==> src/rtl/instruction_fetch_unit.sv <==
// instruction_fetch_unit: owns the PC, fetches 16-bit words from port-B BRAM into the instruction register.
// Ports:
//   clock, reset        system clock; synchronous active-low reset
//   pcEnabled           advance request from the control unit (honoured only in HOLD)
//   branchMux           next PC = pc + sext(branchDisp)
//   jumpEnable          next PC = jumpTarget (wins over branchMux)
//   branchDisp          signed 8-bit branch displacement
//   jumpTarget          absolute register-indirect jump address
//   memBEnabled/memAddr port-B read enable and address; memData returns one cycle later
//   instruction         instruction register feeding the control unit
//   instrValid          instruction holds the word at pc
//   pc, pcPlusOne       current instruction address and its link value
// Optional feature: define IFU_STALL_EN to add a stall input that freezes the unit.
module instruction_fetch_unit #(
  parameter int ADDR_WIDTH = 16,
  parameter logic [ADDR_WIDTH-1:0] RESET_PC = '0
) (
  input  logic                  clock,
  input  logic                  reset,
`ifdef IFU_STALL_EN
  input  logic                  stall,
`endif
  input  logic                  pcEnabled,
  input  logic                  branchMux,
  input  logic                  jumpEnable,
  input  logic [7:0]            branchDisp,
  input  logic [ADDR_WIDTH-1:0] jumpTarget,
  output logic                  memBEnabled,
  output logic [ADDR_WIDTH-1:0] memAddr,
  input  logic [15:0]           memData,
  output logic [15:0]           instruction,
  output logic                  instrValid,
  output logic [ADDR_WIDTH-1:0] pc,
  output logic [ADDR_WIDTH-1:0] pcPlusOne
);
  typedef enum logic [1:0] {FETCH, WAIT, HOLD} stateT;
  stateT state;
  logic stallActive;
  logic [ADDR_WIDTH-1:0] nextPc;
`ifdef IFU_STALL_EN
  assign stallActive = stall;
`else
  assign stallActive = 1'b0;
`endif
  assign pcPlusOne   = pc + ADDR_WIDTH'(1);
  assign nextPc      = jumpEnable ? jumpTarget :
                       branchMux  ? pc + {{(ADDR_WIDTH-8){branchDisp[7]}}, branchDisp} : pcPlusOne;
  assign memAddr     = pc;
  assign memBEnabled = reset && !stallActive && state == FETCH;
  assign instrValid  = state == HOLD;
  always_ff @(posedge clock)
    if (!reset) begin
      state       <= FETCH;
      pc          <= RESET_PC;
      instruction <= '0;
    end else if (stallActive) begin
      // a stall in WAIT means the returning data may be stale, so the read is reissued
      if (state == WAIT) state <= FETCH;
    end else begin
      state <= state == FETCH ? WAIT : state == WAIT ? HOLD : pcEnabled ? FETCH : HOLD;
      if (state == WAIT) instruction <= memData;
      if (state == HOLD && pcEnabled) pc <= nextPc;
    end
endmodule

==> config.mk <==
export PLATFORM = sky130hd
export DESIGN_NAME = instruction_fetch_unit
export DESIGN_NICKNAME = d
export VERILOG_FILES = /design/src/rtl/instruction_fetch_unit.sv
export SDC_FILE = /design/constraint.sdc
export NUM_CORES = 1
export LEC_CHECK = 0
export CELL_PAD_IN_SITES_DETAIL_PLACEMENT = 0
export CELL_PAD_IN_SITES_GLOBAL_PLACEMENT = 1
export CORE_MARGIN = 4
export CORE_UTILIZATION = 34
export DETAILED_ROUTE_END_ITERATION = 8
export GPL_ROUTABILITY_DRIVEN = 0
export PLACE_DENSITY = 0.95
export SLEW_MARGIN = 15
export SYNTH_ARGS = -nofsm -noshare
export SYNTH_HDL_FRONTEND = slang
export SYNTH_SLANG_ARGS = --single-unit
==> constraint.sdc <==
create_clock -name clock -period 3.9 [get_ports clock]
set_input_delay 1.17 -clock clock [delete_from_list [all_inputs] [get_ports clock]]
set_output_delay 1.17 -clock clock [all_outputs]
set_load 0.05 [all_outputs]
==> metrics.txt <==
status=finished, final reports clean; Net Sw Power=0.469 mW; reg-to-reg slack, setup=1.60 ns; Routed met2 length=4710 um; RSZ-0062 raised after global routing=false; total nets after synthesis=457; Data required, critical path=2.73 ns; vias in the first global route=3,233; Final Net Count=554; relative slew slack=30.7%; Tot GR Track Use=20.1%; sequential share of power=32.6%; M1 WL=4800 um; share of cells above drive strength 1=9.13%; Final Max Slew Viols=0; FF-to-FF path depth=8; die width=102 um; clock latency on the worst-skew pair=0.29 ns; worst r2r src=memAddr[0]; Die ar.=10,400 um2; highest fanout seen on the critical path=12; Worst Setup Start Kind=flop; Int Pwr=0.745 mW; critical-path cell list=and4_1, nand3_1, nor2_1, xnor2_1, clkdlybuf4s50_1; DP HPWL=8170 um; Switching Fraction=38.6%; Seq/Total Area, Yosys=22.6%; critical path's top delay family=buffers and inverters; antenna violations before repair=0; number of hold buffers added after cts=0; clock power share=27.7%; Post-synth EDFFs=0; routed vias=3,400; Buf+Inv Stages, Crit Path=1; slowest CP cell=clkdlybuf4s50_1; fin crit share=95.8%; initial core utilization=34.7%; Slew @ Worst Pin=1.04 ns; Pwr per Cell Area=282 nW/um2; htree depth=2; Post-Syn Instances=395; hold path startpoint=instruction[14]; I/O pins=111; first-pass GRT wire length=16,700 um; DRT Wirelength=10,600 um; Tmin final=3.74 ns; cell with the most instances after synthesis=nand2_1; Hold Path Class=reg2reg; Final TNS setup=0 ns; remaining antenna violation count after routing=0; share of Yosys cell area claimed by the top area cell type=22.6%; clk_skew=0.00597 ns; Tot Pwr=1.21 mW; crit path DAT=2.57 ns; CTS Buf Count=5; top cells by area, synth=dfxtp_1 (23%), nand2_1 (6.7%), ha_1 (6.6%); total gr overflow=0; yosys warns=0; DR WL/cell=17.6 um; critical path's largest stage delay=0.84 ns; routed wl met3=817 um; DRT iter0 DRCs=237; R2R Path End=memAddr[12]; drt via density=5.66; share of flip-flops with an asynchronous set or reset=0%; Die Height=102 um; fmax=268 MHz; Setup crit end kind=output pin; Max Used Layer=met4; IR drop worst, VDD=161 uV; Most used DFF post-synth=dfxtp_1; Cell variety after synth=67; mapped cell area=3010 um2; Max clock buf depth=2; # diodes=0; area of the core=8680 um2; post_cts resized=0; endpoints failing setup=0; clk slew on worst S/H paths=0.08 ns; top cells by count, synth=nand2_1 (54), dfxtp_1 (34), nor2_1 (24), a21oi_1 (22), nand3_1 (19); post-CTS setup buffers=0; pin count of the biggest net entering global routing=43; IO buf count=110; Leakage=1.65 nW; max-cap violations=0; # DRC=0; Hold EP=instruction[14]; synthesized flop and latch total=34; Logic pwr share=39.7%; leading area contributor after synthesis=dfxtp_1; Pre-antenna DRT Iters=6; Fin. Hold Viols=0; CTS Root Cell=clkbuf_8; Hold Path Cell Cnt=2; Avg Inst Size Synth=7.63 um2; Filler Cell Count=845; TritonCTS clock tree=built; # rows=34; Area Growth Syn to Fin=42.6%; Fin Hold WS=0.465 ns; Crit Path Category=reg2out; clock sink total=34
worst min-delay path: cells and delay by family (launching register included):
| family | cells | cell delay, ns |
|---|---|---|
| AOI/OAI and AO/OA | 1 | 0.05 |
| DFF | 1 | 0.32 |
| and+or+nand+nor | 1 | 0.05 |
through the flow:
stage | util, % | instances | area (um2) | worst slack, ns
final | 49.5 | 601 | 4300 | 0.163
after floorplan | - | 395 | 3020 | 0.293
after detailed placement | 48.2 | 593 | 4180 | 0.498
after global routing | 49.5 | 601 | 4300 | 0.0466
after global placement | 48.2 | 593 | 4180 | 0.493
after CTS | 49.5 | 601 | 4290 | 0.168
layer usage:
metal	up-vias	global-route usage, %
met4	0	6.56
met1	1581	28.3
met3	24	3.62
met5	-	0
met2	159	31.0
li1	1636	-
state kept, by name, indices dropped and copies added, names as in the netlist:
register	cells
instruction	16
memAddr	16
state	2
cell families (layout without fill, tap and decap cells):
logic type | Yosys count | in the layout | share of synthesized area (%)
flops | 34 | 34 | 22.6
mux | 2 | 2 | 0.664
xor+xnor | 17 | 17 | 4.94
compound gates | 123 | 123 | 29.2
fa+ha+maj | 17 | 17 | 7.31
simple gates | 153 | 153 | 26.9
buf+inv | 49 | 147 | 8.39
area by class of cell:
class	instances	area [um2]	area share, %
clock buffer	5	68.8	1.60
multi-input combinational	312	2080	48.5
clock inverter	3	45.0	1.05
inverter	11	41.3	0.961
tap	108	135	3.15
timing repair buffer	128	1240	28.9
sequential	34	681	15.8
power groups by stage:
| stage | sequential (mW) | clock (mW) | combinational [mW] |
|---|---|---|---|
| finish | 0.396 | 0.336 | 0.482 |
| global route | 0.399 | 0.361 | 0.512 |
| CTS | 0.395 | 0.341 | 0.480 |
| detailed placement | 0.403 | 0 | 0.478 |
| global placement | 0.402 | 0 | 0.474 |
| floorplan | 0.470 | 0 | 0.238 |
placed cells by master, fill, tap and decap left out, types with 6 or more instances in the layout:
cell / count
o211ai_1: 12
a21boi_0: 18
xnor2_1: 12
buf_4: 21
clkdlybuf4s50_1: 105
nand4_1: 6
or3_1: 6
o21ai_0: 13
nand3_1: 19
ha_1: 16
inv_1: 11
a21oi_1: 22
a211oi_1: 7
nor3_1: 8
nand2_1: 54
nor2_1: 24
dfxtp_1: 34
worst max path at each step:
stage | cells past startpoint | slack, ns | startpoint | to
final | 5 | 0.16 | memAddr[6] | pcPlusOne[12]
after global routing | 5 | 0.05 | memAddr[6] | pcPlusOne[12]
after CTS | 4 | 0.17 | memAddr[7] | pcPlusOne[15]
after detailed placement | 4 | 0.50 | memAddr[7] | pcPlusOne[15]
after global placement | 4 | 0.49 | memAddr[7] | pcPlusOne[15]
after floorplan | 5 | 0.29 | memAddr[6] | pcPlusOne[13]
Note: power is estimated with default switching activity, not from simulation.
